## config.mk

```make
export PLATFORM = sky130hd
export DESIGN_NAME = rlc_stream_encoder
export DESIGN_NICKNAME = d
export VERILOG_FILES = /design/src/rtl/rlc_stream_encoder.sv
export SDC_FILE = /design/constraint.sdc
export NUM_CORES = 1
export LEC_CHECK = 0
export BUFFER_PORTS_ARGS = -buffer_cell sky130_fd_sc_hd__buf_2
export CAP_MARGIN = 10
export CORE_MARGIN = 5
export CORE_UTILIZATION = 25
export CTS_BUF_LIST = sky130_fd_sc_hd__clkbuf_8
export DETAILED_ROUTE_END_ITERATION = 8
export GPL_ROUTABILITY_DRIVEN = 0
export SETUP_SLACK_MARGIN = 0.3
export SYNTH_ARGS = -nofsm -noshare
export SYNTH_HDL_FRONTEND = slang
export SYNTH_SLANG_ARGS = --single-unit
```

## constraint.sdc

```tcl
create_clock -name clk -period 2.3 [get_ports clk]
set_clock_uncertainty 0.1 [all_clocks]
set_input_delay 0.115 -clock clk [delete_from_list [all_inputs] [get_ports clk]]
set_output_delay 0.115 -clock clk [all_outputs]
set_load 0.005 [all_outputs]
```

## src/rtl/rlc_stream_encoder.sv

```systemverilog
// rlc_stream_encoder: streaming run-length coder for zig-zag ordered 8x8 blocks.
// Accepts one coefficient per cycle and emits DC, (run, level), ZRL and EOB
// symbols through a single output register with valid/ready handshake.
// Optional feature macro: RLC_REPEAT_EN -- adds a one-entry hold register that
// merges consecutive identical AC/ZRL symbols into one symbol with cnt > 1.
module rlc_stream_encoder #(
    parameter int COEF_W  = 11,
    parameter int BLK_LEN = 64,
    parameter int RUN_W   = 4,
    parameter int CNT_W   = 4,
    parameter int NUM_BLK = 1730
) (
    input  logic                     clk,
    input  logic                     arst,
    input  logic                     in_valid,
    output logic                     in_ready,
    input  logic signed [COEF_W-1:0] in_coef,
    output logic                     out_valid,
    input  logic                     out_ready,
    output logic [RUN_W-1:0]         out_run,
    output logic signed [COEF_W-1:0] out_level,
    output logic [CNT_W-1:0]         out_cnt,
    output logic                     out_dc,
    output logic                     out_eob,
    output logic [10:0]              blk_idx,
    output logic                     frame_done
);

    localparam int IDX_W = (BLK_LEN > 1) ? $clog2(BLK_LEN) : 1;

    localparam logic [1:0] ST_DC  = 2'd0;
    localparam logic [1:0] ST_AC  = 2'd1;
    localparam logic [1:0] ST_ZRL = 2'd2;
    localparam logic [1:0] ST_EOB = 2'd3;

    localparam logic [IDX_W-1:0]  IDX_LAST  = IDX_W'(BLK_LEN - 1);
    localparam logic [IDX_W-1:0]  IDX_ONE   = IDX_W'(1);
    localparam logic [RUN_W-1:0]  RUN_MAX   = '1;
    localparam logic [CNT_W-1:0]  CNT_ONE   = CNT_W'(1);
    localparam logic [10:0]       BLK_LAST  = 11'(NUM_BLK - 1);
    localparam logic [10:0]       BLK_ONE   = 11'd1;

    // ------------------------------------------------------------------
    // Control state
    // ------------------------------------------------------------------
    logic [1:0]               state_reg, state_next;
    logic [IDX_W-1:0]         idx_reg, idx_next;
    logic [IDX_W-1:0]         zrun_reg, zrun_next;
    logic [IDX_W-1:0]         zrl_left_reg, zrl_left_next;
    logic [RUN_W-1:0]         pend_run_reg, pend_run_next;
    logic signed [COEF_W-1:0] pend_level_reg, pend_level_next;
    logic                     pend_last_reg, pend_last_next;
    logic                     eob_sent_reg, eob_sent_next;
    logic                     alive_reg;

    // Output register
    logic                     out_valid_reg;
    logic [RUN_W-1:0]         out_run_reg;
    logic signed [COEF_W-1:0] out_level_reg;
    logic [CNT_W-1:0]         out_cnt_reg;
    logic                     out_dc_reg;
    logic                     out_eob_reg;
    logic [10:0]              blk_idx_reg;
    logic                     frame_done_reg;

    // Symbol produced by the coder this cycle (before optional merging)
    logic                     gen_valid;
    logic [RUN_W-1:0]         gen_run;
    logic signed [COEF_W-1:0] gen_level;
    logic                     gen_dc;
    logic                     gen_eob;

    // What gets written into the output register this cycle
    logic                     load_out;
    logic [RUN_W-1:0]         load_run;
    logic signed [COEF_W-1:0] load_level;
    logic [CNT_W-1:0]         load_cnt;
    logic                     load_dc;
    logic                     load_eob;

    logic                     out_adv;
    logic                     out_take;
    logic                     in_ready_int;
    logic                     in_fire;
    logic                     coef_nz;
    logic                     is_last;
    logic [IDX_W-1:0]         zrl_n;
    logic [RUN_W-1:0]         zrun_low;
    logic                     eob_free;

    // The output register can take a new symbol when empty or being drained.
    assign out_adv      = !out_valid_reg || out_ready;
    assign out_take     = out_valid_reg && out_ready;
    assign in_ready_int = alive_reg && ((state_reg == ST_DC) || (state_reg == ST_AC)) && out_adv;
    assign in_fire      = in_valid && in_ready_int;
    assign coef_nz      = |in_coef;
    assign is_last      = (idx_reg == IDX_LAST);
    assign zrl_n        = zrun_reg >> RUN_W;
    assign zrun_low     = zrun_reg[RUN_W-1:0];

    // Coder: walks the block, counts zero runs and produces one symbol per cycle.
    always_comb begin
        state_next      = state_reg;
        idx_next        = idx_reg;
        zrun_next       = zrun_reg;
        zrl_left_next   = zrl_left_reg;
        pend_run_next   = pend_run_reg;
        pend_level_next = pend_level_reg;
        pend_last_next  = pend_last_reg;
        eob_sent_next   = eob_sent_reg;
        gen_valid       = 1'b0;
        gen_run         = '0;
        gen_level       = '0;
        gen_dc          = 1'b0;
        gen_eob         = 1'b0;
        case (state_reg)
            ST_DC: begin
                if (in_fire) begin
                    gen_valid  = 1'b1;
                    gen_dc     = 1'b1;
                    gen_level  = in_coef;
                    idx_next   = idx_reg + IDX_ONE;
                    zrun_next  = '0;
                    state_next = ST_AC;
                end
            end
            ST_AC: begin
                if (in_fire) begin
                    idx_next = is_last ? '0 : idx_reg + IDX_ONE;
                    if (!coef_nz) begin
                        // Trailing zeros of the block are simply dropped.
                        zrun_next = is_last ? '0 : zrun_reg + IDX_ONE;
                        if (is_last) begin
                            state_next = ST_EOB;
                        end
                    end else begin
                        zrun_next = '0;
                        gen_valid = 1'b1;
                        if (zrl_n != '0) begin
                            // First ZRL goes out now; the rest and the level wait.
                            gen_run         = RUN_MAX;
                            gen_level       = '0;
                            zrl_left_next   = zrl_n - IDX_ONE;
                            pend_run_next   = zrun_low;
                            pend_level_next = in_coef;
                            pend_last_next  = is_last;
                            state_next      = ST_ZRL;
                        end else begin
                            gen_run    = zrun_low;
                            gen_level  = in_coef;
                            state_next = is_last ? ST_EOB : ST_AC;
                        end
                    end
                end
            end
            ST_ZRL: begin
                if (out_adv) begin
                    gen_valid = 1'b1;
                    if (zrl_left_reg != '0) begin
                        gen_run       = RUN_MAX;
                        gen_level     = '0;
                        zrl_left_next = zrl_left_reg - IDX_ONE;
                    end else begin
                        gen_run    = pend_run_reg;
                        gen_level  = pend_level_reg;
                        state_next = pend_last_reg ? ST_EOB : ST_AC;
                    end
                end
            end
            default: begin
                // ST_EOB: send one EOB, then wait for the consumer to take it.
                if (!eob_sent_reg && eob_free) begin
                    gen_valid     = 1'b1;
                    gen_eob       = 1'b1;
                    eob_sent_next = 1'b1;
                end
                if (eob_sent_reg && out_take && out_eob_reg) begin
                    state_next    = ST_DC;
                    eob_sent_next = 1'b0;
                end
            end
        endcase
    end

    // Control registers of the coder.
    always_ff @(posedge clk or posedge arst) begin
        if (arst) begin
            state_reg      <= ST_DC;
            idx_reg        <= '0;
            zrun_reg       <= '0;
            zrl_left_reg   <= '0;
            pend_run_reg   <= '0;
            pend_level_reg <= '0;
            pend_last_reg  <= 1'b0;
            eob_sent_reg   <= 1'b0;
        end else begin
            state_reg      <= state_next;
            idx_reg        <= idx_next;
            zrun_reg       <= zrun_next;
            zrl_left_reg   <= zrl_left_next;
            pend_run_reg   <= pend_run_next;
            pend_level_reg <= pend_level_next;
            pend_last_reg  <= pend_last_next;
            eob_sent_reg   <= eob_sent_next;
        end
    end

    // Holds in_ready low through reset and releases it on the first edge after.
    always_ff @(posedge clk or posedge arst) begin
        if (arst) begin
            alive_reg <= 1'b0;
        end else begin
            alive_reg <= 1'b1;
        end
    end

`ifdef RLC_REPEAT_EN
    localparam logic [CNT_W-1:0] CNT_MAX       = '1;
    localparam logic [CNT_W-1:0] CNT_MERGE_LIM = CNT_W'((1 << CNT_W) - 2);

    logic                     hold_valid_reg, hold_valid_next;
    logic [RUN_W-1:0]         hold_run_reg, hold_run_next;
    logic signed [COEF_W-1:0] hold_level_reg, hold_level_next;
    logic [CNT_W-1:0]         hold_cnt_reg, hold_cnt_next;
    logic                     hold_match;
    logic                     hold_flush;

    // EOB may only leave once the held symbol has been flushed ahead of it.
    assign eob_free   = out_adv && !hold_valid_reg;
    assign hold_match = hold_valid_reg && (hold_run_reg == gen_run) && (hold_level_reg == gen_level);
    assign hold_flush = (state_reg == ST_EOB) && !eob_sent_reg && out_adv && hold_valid_reg;

    // Merge stage: DC/EOB bypass the hold register, AC/ZRL are merged or flushed.
    always_comb begin
        load_out        = 1'b0;
        load_run        = gen_run;
        load_level      = gen_level;
        load_cnt        = CNT_ONE;
        load_dc         = gen_dc;
        load_eob        = gen_eob;
        hold_valid_next = hold_valid_reg;
        hold_run_next   = hold_run_reg;
        hold_level_next = hold_level_reg;
        hold_cnt_next   = hold_cnt_reg;
        if (gen_valid) begin
            if (gen_dc || gen_eob) begin
                load_out = 1'b1;
            end else if (!hold_valid_reg) begin
                hold_valid_next = 1'b1;
                hold_run_next   = gen_run;
                hold_level_next = gen_level;
                hold_cnt_next   = CNT_ONE;
            end else if (hold_match && (hold_cnt_reg < CNT_MERGE_LIM)) begin
                hold_cnt_next = hold_cnt_reg + CNT_ONE;
            end else begin
                // Either the count saturates or a different symbol arrived.
                load_out   = 1'b1;
                load_run   = hold_run_reg;
                load_level = hold_level_reg;
                load_dc    = 1'b0;
                load_eob   = 1'b0;
                if (hold_match) begin
                    load_cnt        = CNT_MAX;
                    hold_valid_next = 1'b0;
                end else begin
                    load_cnt        = hold_cnt_reg;
                    hold_run_next   = gen_run;
                    hold_level_next = gen_level;
                    hold_cnt_next   = CNT_ONE;
                end
            end
        end else if (hold_flush) begin
            load_out        = 1'b1;
            load_run        = hold_run_reg;
            load_level      = hold_level_reg;
            load_cnt        = hold_cnt_reg;
            load_dc         = 1'b0;
            load_eob        = 1'b0;
            hold_valid_next = 1'b0;
        end
    end

    // Hold register for the symbol currently being merged.
    always_ff @(posedge clk or posedge arst) begin
        if (arst) begin
            hold_valid_reg <= 1'b0;
            hold_run_reg   <= '0;
            hold_level_reg <= '0;
            hold_cnt_reg   <= '0;
        end else begin
            hold_valid_reg <= hold_valid_next;
            hold_run_reg   <= hold_run_next;
            hold_level_reg <= hold_level_next;
            hold_cnt_reg   <= hold_cnt_next;
        end
    end
`else
    assign eob_free   = out_adv;
    assign load_out   = gen_valid;
    assign load_run   = gen_run;
    assign load_level = gen_level;
    assign load_cnt   = CNT_ONE;
    assign load_dc    = gen_dc;
    assign load_eob   = gen_eob;
`endif

    // Output register: loaded only when free, fields held while stalled.
    always_ff @(posedge clk or posedge arst) begin
        if (arst) begin
            out_valid_reg <= 1'b0;
            out_run_reg   <= '0;
            out_level_reg <= '0;
            out_cnt_reg   <= '0;
            out_dc_reg    <= 1'b0;
            out_eob_reg   <= 1'b0;
        end else if (load_out) begin
            out_valid_reg <= 1'b1;
            out_run_reg   <= load_run;
            out_level_reg <= load_level;
            out_cnt_reg   <= load_cnt;
            out_dc_reg    <= load_dc;
            out_eob_reg   <= load_eob;
        end else if (out_ready) begin
            out_valid_reg <= 1'b0;
        end
    end

    // Block counter advances on each accepted EOB; frame_done is sticky at wrap.
    always_ff @(posedge clk or posedge arst) begin
        if (arst) begin
            blk_idx_reg    <= '0;
            frame_done_reg <= 1'b0;
        end else if (out_take && out_eob_reg) begin
            if (blk_idx_reg == BLK_LAST) begin
                blk_idx_reg    <= '0;
                frame_done_reg <= 1'b1;
            end else begin
                blk_idx_reg <= blk_idx_reg + BLK_ONE;
            end
        end
    end

    assign in_ready   = in_ready_int;
    assign out_valid  = out_valid_reg;
    assign out_run    = out_run_reg;
    assign out_level  = out_level_reg;
    assign out_cnt    = out_cnt_reg;
    assign out_dc     = out_dc_reg;
    assign out_eob    = out_eob_reg;
    assign blk_idx    = blk_idx_reg;
    assign frame_done = frame_done_reg;

endmodule
```

; ---- After elaboration in Yosys (flattened, before gate mapping)
; Index checks and enable logic that the tools add are counted.
[totals]
romBits = 0
latch_bits = 0
output_inout_bits = 35
in_bits = 15
reg_bits = 69
word_cells = 115
mem_count = 0
ram_bits = 0
[classes]
mul = 0
order_cmp = 0
shifts = 0
reduce_logical = 28
eq_ne = 12
addsub = 5
muxes = 52
bitwise_logic = 1
div = 0
[ops]
columns = cell, n
row1 = 2-to-1 mux 11 bit, 7
row2 = 2-to-1 mux 6 bit, 12
row3 = case mux 6 bit (2 select lines), 3
row4 = case mux 11 bit (3 select lines), 1
row5 = 2-to-1 mux 2 bit, 10
row6 = 2-to-1 mux 4 bit, 5
row7 = adder 6 x 1 -> 6 bit (second input constant), 2
row8 = != test 2 bit (second input constant), 6
row9 = AND reduction 6 bit, 2
row10 = nonzero test 6 bit, 2
row11 = adder 11 x 1 -> 11 bit (second input constant), 1
row12 = equality test 11 bit (second input constant), 1
row13 = 2-to-1 mux 1 bit, 11
row14 = OR reduction 11 bit, 1
row15 = logical AND 1 bit, 8
row16 = case mux 4 bit (2 select lines), 1
row17 = nonzero test 2 bit, 4
row18 = equality test 6 bit (second input constant), 1
row19 = case mux 2 bit (3 select lines), 1
row20 = subtractor 6 x 1 -> 6 bit (second input constant), 1
row21 = AND reduction 2 bit, 2
row22 = AND reduction 4 bit, 1
row23 = nonzero test 4 bit, 1
row24 = != test 3 bit (second input constant), 1
row25 = 11 further kinds, 13

; ---- Longest topological paths before layout
; Gate-level depths: netlist of the first run.
[depth]
ltp_word = 8
depth_mapped = 9
ltp_nobuf = 7

; ---- Least setup slack after synthesis of the first run
; No wires, ideal clock.
[synth_path]
kind = register to register
startpoint = register state_reg[0]
endpoint = register pend_level_reg[0]
t_required_ns = 2.075
path_slack_ns = 0.054
setup_time_ns = 0.125
t_arrival_ns = 2.021
synth_period_minus_slack_ns = 2.246
path_stages_with_launch = 9
path_buffers = 2
cell_sequence = dfrtp_1 inv_1 ha_1 or2_2 nand4_1 or4b_4 buf_6 buf_12 mux2_4
[synth_between]
elab_chain_len = 6
elab_cells_between_ends = 7
cone_classes = eq/ne: 1 / reduce/logical: 6
[synth_rtl]
columns = element, line_no
row1 = start: declaration, 46  ; logic [1:0] state_reg, state_next;
row2 = start signal: assignment, 197  ; state_reg <= state_next;
row3 = equality test 2 x 1 -> 1 bit or zero test 2 bit (tied branches), "94, 116"
row4 = logical OR 1 bit, 94  ; assign in_ready_int = alive_reg && ((state_reg == ST_DC) || (state_reg == ST_AC)) && out_adv;
row5 = logical AND 1 bit (2 in a row), 94
row6 = logical AND 1 bit, 95  ; assign in_fire = in_valid && in_ready_int;
row7 = AND reduction 4 bit (no line) *, n/a
row8 = end signal: assignment, 202  ; pend_level_reg <= pend_level_next;
row9 = end: declaration, 51  ; logic signed [COEF_W-1:0] pend_level_reg, pend_level_next;
; Mark *: on every way between the ends. The rest lies on a longest branch, timed or not.
; A chain may end at the register's enable or synchronous reset.

; ---- Worst setup path in the final report of the first run
[layout_path]
startpoint = register state_reg[0]
endpoint = register pend_level_reg[3]
; Same word-level chain as after synthesis.

==> results list, run 1 <==
- Worst-path cell chain: inv_2 > ha_4 > or2_4 > nand4_1 > buf_4 > or4b_4 > mux2_2
* DR WL/cell: 15.75 µm
* Clock Root Buffer: clkbuf_8
* Post-synthesis to final-layout area growth: 41.00%
- Global routing used 11.94% of the available tracks.
- After detailed placement, the total cell area comes to 4030 µm².
- Core area: 13880 µm²
- Number of iterations in the first detailed-routing pass: 4
- Counting flops with a built-in enable in the synthesized netlist gives 0.
* Setup slack after placement: -8.927 ps
* Average footprint of a synthesized cell: 10.31 µm²
- The number of global-route vias before repair is 3139.
- The max-slew violation count came to 0.
* Achievable clock frequency: 0.4575 GHz
* Transition time at the pin with the least slew margin: 525.2 ps
- Once layout is complete, the utilization of the core stands at 36.02%.
* Total die area: 16670 µm²
* Pin count of the biggest net entering global routing: 48
- Registers are responsible for 41.8% of the overall power.
- The detail route stage leaves a number of antenna-violating nets equal to 0.
- The share of total power dissipated in combinational logic is 30.7%.
- On the worst path, the slowest cell contributes a delay of 610 ps.
- Clock-pin slew was measured on the worst setup and hold paths at 90 ps.
- Reg-to-reg startpoint: state_reg[0]
- The run finished, with violations left.
* Distinct cells, synth: 52
* Number of sinks handled by clock tree synthesis: 69
- Of the total power, the share spent switching nets is 33.02%.
* Final worst slack: 114.2 ps
- Cells taking the most area after synthesis: dfrtp_1 49%, ha_1 4.2%, nand2_1 4.1%
- The largest individual stage delay along the critical path comes from the cell or4b_4.
- The tightest min-delay check is of the primary input to flip-flop type.
- The first global-routing pass estimated 16080 µm of wire.
- Wirelength, routed: 9906 µm
- Time the final worst path needs with I/O delays and setup: 2186 ps
* Number of antenna repair diodes: 0
- Power spread over the standard cell area amounts to 841.8 nW/µm².
- Minimum hold slack: -4.002 ps
- GRT Residual Overflow: 0
* Longest Clk Path Bufs: 2
* Violations in the final reports: hold timing
- The number of clock buffers added by TritonCTS is 9.
- Post-Layout Inst Area: 5000 µm²
- Internal power comes to 2.819 mW.
* Power share of the clock group: 27.5%
* P_sw: 1.390 mW
- The critical path in this run is classified as flip-flop to flip-flop.
- Routed vias/inst: 4.906
- Post-synthesis cell count: 344
- The Yosys step of the flow raised 0 warnings.
* Reg2reg end: pend_level_reg[3]
- Tot Pwr: 4.209 mW
- At the end of the flow, the number of nets in the layout was 471.
- Among all flip-flop cells after synthesis, the most frequent one is dfrtp_1.
- The path with the worst hold slack has its endpoint at out_level[1].
- The floorplan step set the die width to 129.1 µm.
* Share of async-settable or async-resettable flops after synthesis: 100.0%
* R2r worst-path depth: 7
* IR drop worst, VDD: 314.9 µV
- The worst setup path is captured at a flip-flop.
- For the worst-skew pair, the clock arrives at the later sink with an insertion delay of 350 ps.
- H-tree Lvls: 3
- Setup violations remaining at the end of the flow were counted as 0.
- DRC errors left: 0
* Boundary pin count: 50
- The floorplan step set the die height to 129.1 µm.
* Max_slew headroom: 64.93%
* Most repeated cell in the gate-level netlist after synthesis: dfrtp_1
* Period utilisation layout: 95.03%
- In this run, the number of DRC markers left after iteration 0 of detailed routing was 145.
- Initial antenna violation count: 1
* Number of register bits inferred by synthesis: 69
* Crit path DAT: 2330 ps
- Share of synthesized area occupied by flip-flops and latches: 48.69%
* I/O Buffers: 46
- For the final routed database, the setup TNS stands at 0 ps.
- In this run the worst path has a maximum fanout of 8.
* Final hold violation count: 1
* Worst R2R Setup Slack: 110 ps
* DPL Wire Length: 6102 µm
- For the worst setup path, the data required time is 2450 ps.
* Worst Hold Depth: 3
- RSZ-0062 raised after global routing: yes
- Max-cap violations in this run came to 0.
- Fraction of layout instances using a drive strength above 1: 42.54%
* Via count: 3086
- TritonCTS built the clock tree.
- Most frequent cells after synthesis: 69 x dfrtp_1, 39 x nand2_1, 18 x nor2_1
- Of all cell types, the one taking the most synthesized area is dfrtp_1.
- Hold Startpoint: in_coef[1]
* Starting Density: 25.55%
* Launching element type of the critical path: flip-flop
* Leakage component of the power: 2.294 nW
* Summed instance area of the synthesized netlist: 3546 µm²
- Total number of placement rows: 43
- Share of Yosys cell area claimed by the top area cell type: 48.69%
[critical path, delay by kind of cell, from the launching register on]
kind          cells  cell delay [ps]
fa+ha+maj         1              140
buf+inv           2              260
simple gates      3              800
mux               1              320
flops             1              450
[through the flow]
| step | instances | hold slack [ps] |
|---|---|---|
| finish | 629 | -4.002 |
| global placement | 570 | 75.01 |
| detailed placement | 570 | 79.36 |
| global route | 629 | 5.304 |
| floorplan | 346 | 163.5 |
| CTS | 619 | 18.79 |
[cell usage in the layout, fill, tap and decap left out, drive strengths merged, types with 3 or more instances in the layout]
cell         Yosys  routed
dlygate4sd3      0      12
mux2i            4       4
and3             7       7
mux2            20      20
xnor2            9       9
buf              9      91
a221oi          10      10
nor2            18      18
o21ai           15      15
nand2           39      39
inv             13      15
nor3             7       7
or3              5       5
a22o             5       5
o22ai            6       6
dfrtp           69      69
nor4             3       3
a21oi           18      18
nand3           17      17
or4              3       3
and2             3       3
or4b             1       3
ha              12      12
o31ai            5       5
xor2             3       3
nand4            6       6
clkbuf           9       9
conb             2       4
nor2b            6       6
[logic make-up after synthesis]
| group | share of synthesized area [%] |
|---|---|
| flip-flops | 48.69 |
| buffers and inverters | 4.658 |
| other | 0.2118 |
| XOR/XNOR | 2.964 |
| AND/OR/NAND/NOR | 17.85 |
| AO/OA/AOI/OAI | 13.06 |
| multiplexers | 8.328 |
| adder cells (fa/ha/maj) | 4.234 |
[what timing repair did]
action,CTS,global route
endpoints found under the hold margin,42,0
buffers inserted,17,10
gates resized for setup,49,43
pin swaps,7,17
hold buffers,12,0
setup endpoints to repair,42,49
gates cloned,4,0
[routing by layer]
layer | vias up | wire length, µm | GRT usage [%]
li1 | 1435 | - | -
met1 | 1555 | 4340 | 15.55
met2 | 80 | 4878 | 19.02
met3 | 14 | 570 | 3.751
met4 | 2 | 109 | 3.706
met5 | - | 7 | 0
[power groups by stage]
stage	logic (mW)	clock network (mW)	registers, mW
detailed placement	0.918	0	1.74
global route	1.41	1.24	1.80
CTS	1.15	1.18	1.73
global placement	0.889	0	1.72
finish	1.29	1.16	1.76
floorplan	0.590	0	1.70
[how the worst max path moves through the flow]
stage / start / endpoint / slack, ps / cells after the start
final: state_reg[0] / pend_level_reg[3] / 110 / 7
after floorplan: state_reg[0] / pend_level_reg[0] / 90 / 8
after global placement: state_reg[1] / pend_run_reg[1] / 80 / 6
after CTS: state_reg[0] / pend_run_reg[3] / 120 / 7
after global routing: state_reg[0] / pend_level_reg[3] / 50 / 7
after detailed placement: state_reg[1] / pend_level_reg[2] / -9 / 6
[final cells by class]
class	instances	area [µm²]
sequential	69	1729
clock buffer	9	123.9
clock inverter	7	105.1
fill	1343	8881
timing repair buffer	103	764.5
multi-input combinational	248	1999
inverter	13	52.55
tap	180	225.2
Power figures use the tool's default switching activity.
==> inputs of run 2 (changes only) <==
- HOLD_SLACK_MARGIN: default -> 0.1
==> run 2 against run 1 <==
Compared with the run above: the run now ends clean; critical path depth unchanged; utilization rose by 0.072 points; register-to-register slack barely moved; sequential cell count stayed put; clock power barely moved; critical path type unchanged; first-iteration DRC count increased by 14%; via count is 0.91% higher; die area unchanged; wire length is 0.42% higher; global-route usage hardly changed; fmax is 0.53% lower; sequential share of layout area shrank 0.069 points.
==> results list, run 2 (synthesis results as in run 1) <==
- The number of antenna violations at the first check in global routing came to 1.
- Max-capacitance violation count: 0
- Counting the buffers created by CTS gives 9.
* Worst-path cell chain: inv_2 > ha_4 > or2_4 > nand4_1 > buf_4 > or4b_4 > mux2_2
* Reg-to-reg startpoint: state_reg[0]
- Clock tree from TritonCTS: done
* Via count of the first global-routing pass: 3143
- Dividing total power by cell area gives a power density of 840.1 nW/µm².
- The endpoint identified for the worst register-to-register timing path is pend_level_reg[3].
- The first TritonRoute pass finished after 5 iterations.
- Leakage component of the power: 2.298 nW
- DRC errors left: 0
- STA classifies the critical path endpoint as a flip-flop.
- DPL Wire Length: 6102 µm
- Final hold analysis gives a worst-case slack of 142.6 ps.
- The worst hold path passes through 4 cells.
- In the layout the commonest cells are 67 x dfrtp_1, 47 x buf_2, 36 x nand2_1, 32 x buf_4, 15 x nand3_1.
* DR WL/cell: 15.79 µm
- Drt initial violations: 166
* Die Span Y: 129.1 µm
- Post-synthesis to final-layout area growth: 41.28%
* Number of sinks handled by clock tree synthesis: 69
* Via count: 3114
* Count of antenna-violating nets left after detailed routing: 0
- The layer flagged by global routing as most heavily used is met2.
* Total number of placement rows: 43
* I/O Buffers: 46
- Boundary pin count: 50
- At the pin with the least slew margin, the transition time is 519.0 ps.
- GRT Residual Overflow: 0
* Core area: 13880 µm²
* Number of nets in the layout: 472
- Achievable clock frequency: 0.4551 GHz
- Along the worst path, the maximum fanout reaches 8.
- Counting cells, the worst reg-to-reg path comes to 7.
* Routed vias/inst: 4.943
* Max Transition Viols Final: 0
- Clock slew at reported path FFs: 90 ps
* Data required time of the worst path: 2440 ps
- Setup-violating endpoint count in the final report: 0
* Most frequent standard cell in the layout excluding fill and tap cells: dfrtp_1
- Of the cells placed in the final design, the portion with a size suffix greater than 1 is 42.44%.
- The first global-routing pass estimated 16100 µm of wire.
- Final hold violation count: 0
- Tot Pwr: 4.209 mW
- The min-delay analysis places its worst path in the category primary input to flip-flop.
- The tree is rooted in a clkbuf_8.
- Floorplan die width: 129.1 µm
- Number of antenna repair diodes: 0
* Wirelength, routed: 9948 µm
- Global routing used 11.96% of the available tracks.
- For the finished layout, the period the worst path requires is 2197 ps.
- The H-tree generated during clock tree synthesis spans 3 levels.
- Total die area: 16670 µm²
* Pin count of the biggest net entering global routing: 48
* Longest Clk Path Bufs: 2
- Storage cell area: 1729 µm²
- Number of filler instances in the final layout: 1342
- VDD sags by at most 316.2 µV.
- The multi-input combinational cells in the finished layout cover a total of 1999 µm².
- For this run, global-route usage on met2 was measured as 19.02%.
* GRT met1 Usage: 15.60%
* Final design utilization: 36.09%
- Hold path endpoint: out_level[10]
* Starting Density: 25.55%
- In this run the register-to-register setup slack is 100 ps.
- The worst pin sits at a relative slew slack of 65.35%.
- Biggest cell delay along the critical path: 620 ps
- Dividing the final minimum period by the clock period gives 95.54%.
- Crit path DAT: 2340 ps
* RSZ-0062 raised after global routing: yes
- For this run, global-route usage on met3 was measured as 3.751%.
* Clock latency reported for the late side of the worst-skew pair: 360 ps
- The startpoint identified for the worst hold timing path is in_coef[10].
- Cell with the biggest individual delay on the critical path: or4b_4
* Launching element type of the critical path: flip-flop
* Status: finished, final reports clean
- Kind of critical path: flip-flop to flip-flop
run 2: cell count changes in the layout (fill, tap and decap cells not counted), sizes merged:
cell / before / now
dlygate4sd3: 12 / 13
run 2: final cells by class:
class | count | share of cell area, %
clock buffer | 9 | 2.473
clock inverter | 7 | 2.098
inverter | 13 | 1.049
multi-input combinational | 248 | 39.91
sequential | 69 | 34.52
tap | 180 | 4.496
timing repair buffer | 104 | 15.46
run 2: per-layer routing:
metal	share of wire (%)	up-vias
li1	-	1435
met1	44	1582
met3	5.6	17
met5	0.070	-
met2	49	78
met4	1.2	2
run 2: repair_timing:
action                                  4_1_cts  5_1_grt
pin swaps                                     7       17
setup buffers                                17       10
gates resized for setup                      49       43
cloned                                        4        0
endpoints found under the hold margin        44        0
hold buffers                                 13        0
endpoints found under the setup margin       42       49
run 2: stage by stage:
step	area, µm²	worst slack, ps	std cells	TNS [ps]
final	5010	102.6	630	0
after floorplan	3560	89.87	346	0
after detailed placement	4030	-8.927	570	-44.15
after CTS	4727	120.8	620	0
after global routing	5010	47.59	630	0
after global placement	4030	79.67	570	0
run 2: worst max path at each step:
stage / start / endpoint / slack [ps] / cells after the start
after floorplan: state_reg[0] / pend_level_reg[0] / 90 / 8
after global placement: state_reg[1] / pend_run_reg[1] / 80 / 6
after detailed placement: state_reg[1] / pend_level_reg[2] / -9 / 6
after CTS: state_reg[0] / pend_run_reg[3] / 120 / 7
after global routing: state_reg[0] / pend_level_reg[3] / 50 / 7
final: state_reg[0] / pend_level_reg[3] / 100 / 7
run 2: power breakdown:
| part | internal (mW) | switching (mW) | total (mW) |
|---|---|---|---|
| clock | 0.627 | 0.525 | 1.15 |
| combinational | 0.688 | 0.608 | 1.30 |
| sequential | 1.51 | 0.255 | 1.76 |
run 2: worst max-delay path: cells and delay by family (launching register included):
family / cells / cell delay (ps)
DFF: 1 / 450
and+or+nand+nor: 3 / 810
buffers and inverters: 2 / 260
adders and majority gates: 1 / 140
muxes: 1 / 320
==> inputs of run 3 (changes only) <==
- CELL_PAD_IN_SITES_DETAIL_PLACEMENT: default -> 2
- CELL_PAD_IN_SITES_GLOBAL_PLACEMENT: default -> 2
- CORE_MARGIN: 5 -> default
- PLACE_DENSITY_LB_ADDON: default -> 0.1
==> run 3 against run 2 <==
Compared with the run above: sequential cell count unchanged; final area is 8.3% higher; global-route usage rose by 5.2 points; register-to-register slack worse by 50 ps; critical path depth is 1 lower; die area shrank 12%; utilization increased by 3.0 points; setup slack lost 53 ps; critical endpoint is now pend_run_reg[0]; largest cell class unchanged; highest routed layer is now met4.
==> results list, run 3 (synthesis results as in run 1) <==
* Status: finished, final reports clean
- Boundary pin count: 50
* DR WL/cell: 19.31 µm
- Total internal power: 3.299 mW
- Starting Density: 25.55%
* Number of clock buffers inserted by TritonCTS: 9
* Class of the tightest hold or removal check: primary input to asynchronous set/reset pin
- In the global route stage, met3 resource usage came out at 3.289%.
- The slowest stage of the critical path is the or4b_4 cell.
- In the routed design, unresolved DRC markers number 0.
* Total number of placement rows: 43
- Before CTS, the worst setup slack after placement is -6.788 ps.
* Minimum hold slack: 141.9 ps
- The H-tree was split into 3 levels.
* Power per Cell Area: 890.5 nW/µm²
- Clock tree from TritonCTS: done
- Via count: 3175
- The die is 121.1 µm wide.
* Max_slew headroom: 64.98%
* Commonest cells after routing, fill and taps aside: 68 x dfrtp_1, 45 x buf_2, 40 x buf_4, 36 x nand2_1, 26 x buf_6
- P_sw: 1.534 mW
- Launching element type of the critical path: flip-flop
- Setup-violating endpoint count in the final report: 0
- Final worst slack: 49.71 ps
* Count of antenna-violating nets left after detailed routing: 0
- The setup check on the worst reg-to-reg path leaves a slack of 50 ps.
- Transition time at the pin with the least slew margin: 524.2 ps
- The number of antenna diodes in the final layout is 0.
- Entering global routing, the biggest net connects 35 pins.
- For this run, the post-layout net count is 499.
* Longest Clk Path Bufs: 2
* Max-capacitance violation count: 0
- The cell family contributing the most delay on the critical path is simple AND/OR/NAND/NOR gates.
- Port buffering added 46 buffers.
* Kind of critical path: flip-flop to flip-flop
- For met2 alone, demand over resource in global routing was 26.50%.
- Number of iterations in the first detailed-routing pass: 4
- Clock latency reported for the late side of the worst-skew pair: 370 ps
* Biggest cell delay along the critical path: 650 ps
- At the worst endpoint, the required time is 2460 ps.
- Leaving out fill and tap cells, the most frequent cell in the layout is dfrtp_1.
- Dividing the detail-routed via count by the number of cells gives 4.833.
* Number of filler instances in the final layout: 1480
- Via count of the first global-routing pass: 3375
* Crit path DAT: 2410 ps
* Portion of total power attributed to combinational logic: 36.4%
* Peak fanout along the critical path: 5
- STA classifies the critical path endpoint as a flip-flop.
* Post-synthesis to final-layout area growth: 53.03%
- Clock Root Buffer: clkbuf_8
- Wirelength, routed: 12690 µm
- The worst register-to-register path begins at state_reg[0].
* GRT Residual Overflow: 0
* Global-route wire length before repair: 19040 µm
- Clock tree synthesis found a total of 69 sinks.
* Power share of the clock group: 27.2%
- The worst-case IR drop observed on VDD is 344.9 µV.
- Core area: 13880 µm²
* Reg2reg end: pend_run_reg[0]
- Final hold violation count: 0
- Once layout is complete, the cells apart from fillers number 657.
- GRT met1 Usage: 23.75%
- Leakage component of the power: 2.508 nW
* Critical path startpoint: state_reg[0]
- Dividing the final minimum period by the clock period gives 97.84%.
* DPL Wire Length: 7174 µm
* Initial antenna violation count: 0
- After clock tree synthesis, the clock-pin slew on the worst setup and hold paths is 80 ps.
- Time the final worst path needs with I/O delays and setup: 2250 ps
- Achievable clock frequency: 0.4444 GHz
- Layer with the highest usage: met2
* Total die area: 14660 µm²
- Net switching is 31.74% of the power.
* Worst path depth: 6
- For this run, the total global-route usage over all layers was measured as 17.15%.
- The number of buffers and inverters on the critical path is 1.
* Worst-path cell chain: inv_4 > ha_4 > or2_4 > nand4_1 > or4b_4 > mux2_4
- Cells fill 39.09% of the core in the end.
* Fraction of layout instances using a drive strength above 1: 47.17%
- In this run, placement finished with an instance count of 574.
- Flop pwr share: 36.4%
* RSZ-0062 raised after global routing: yes
- Die Span Y: 121.1 µm
* End point of the critical path: pend_run_reg[0]
- R2r worst-path depth: 6
- The first routing iteration left 54 violations.
- The max-slew violation count was 0.
==> run 3: changes by cell type in the layout (fill, tap and decap cells not counted), moves of 3 or more <==
cell	previous run	this run
buf_6	7	26
buf_4	32	40
mux2_2	12	9
mux2_4	8	11
==> run 3: power by group through the flow <==
stage / registers, mW / clock network, mW / logic [mW]
after floorplan: 1.70 / 0 / 0.590
final: 1.76 / 1.31 / 1.76
after global placement: 1.73 / 0 / 0.914
after detailed placement: 1.75 / 0 / 0.935
after global routing: 1.81 / 1.39 / 1.92
after CTS: 1.75 / 1.35 / 1.40
==> run 3: worst min path at each step <==
| stage | startpoint | end | slack, ps | cells after the start |
|---|---|---|---|---|
| after CTS | arst | frame_done | 130 | 3 |
| final | arst | out_eob | 140 | 3 |
| after global placement | arst | blk_idx[9] | -10 | 2 |
| after floorplan | in_coef[0] | pend_level_reg[0] | 160 | 1 |
| after global routing | arst | eob_sent_reg | 180 | 3 |
| after detailed placement | arst | frame_done | -7 | 2 |
==> run 3: routing by layer <==
layer	wire, µm	vias to the layer above	part of all wire (%)
li1	-	1491	-
met1	6000	1623	47
met2	6179	47	49
met3	376	14	3.0
met4	129	0	1.0
met5	0	-	0
==> run 3: area by class of cell <==
cell class | instances | area [µm²] | share of cell area, %
Timing Repair Buffer | 131 | 1089 | 20.06
Clock inverter | 5 | 106.4 | 1.960
Multi-Input combinational cell | 248 | 2072 | 38.18
Tap cell | 180 | 225.2 | 4.150
Inverter | 13 | 55.05 | 1.015
Sequential cell | 69 | 1728 | 31.84
Clock buffer | 11 | 151.4 | 2.790
==> run 3: timing repair <==
item,in CTS,in global routing
gates cloned,3,3
resized for setup,75,52
buffers inserted,30,18
setup endpoints to repair,45,50
pin swaps,18,15
hold endpoints to repair,94,0
hold buffers,13,0
==> run 3: worst min-delay path, stage by stage <==
cell and delay (ps):
dlygate4sd3_1 530, buf_2 120, inv_2 250
==> run 3: through the flow <==
stage               power [mW]  setup TNS [ps]  cell area [µm²]
floorplan                2.294               0             3560
global placement         2.647          -121.6             4060
detailed placement       2.684          -10.77             4060
CTS                      4.491               0             5007
global route             5.115       -0.006661             5426
finish                   4.832               0             5426
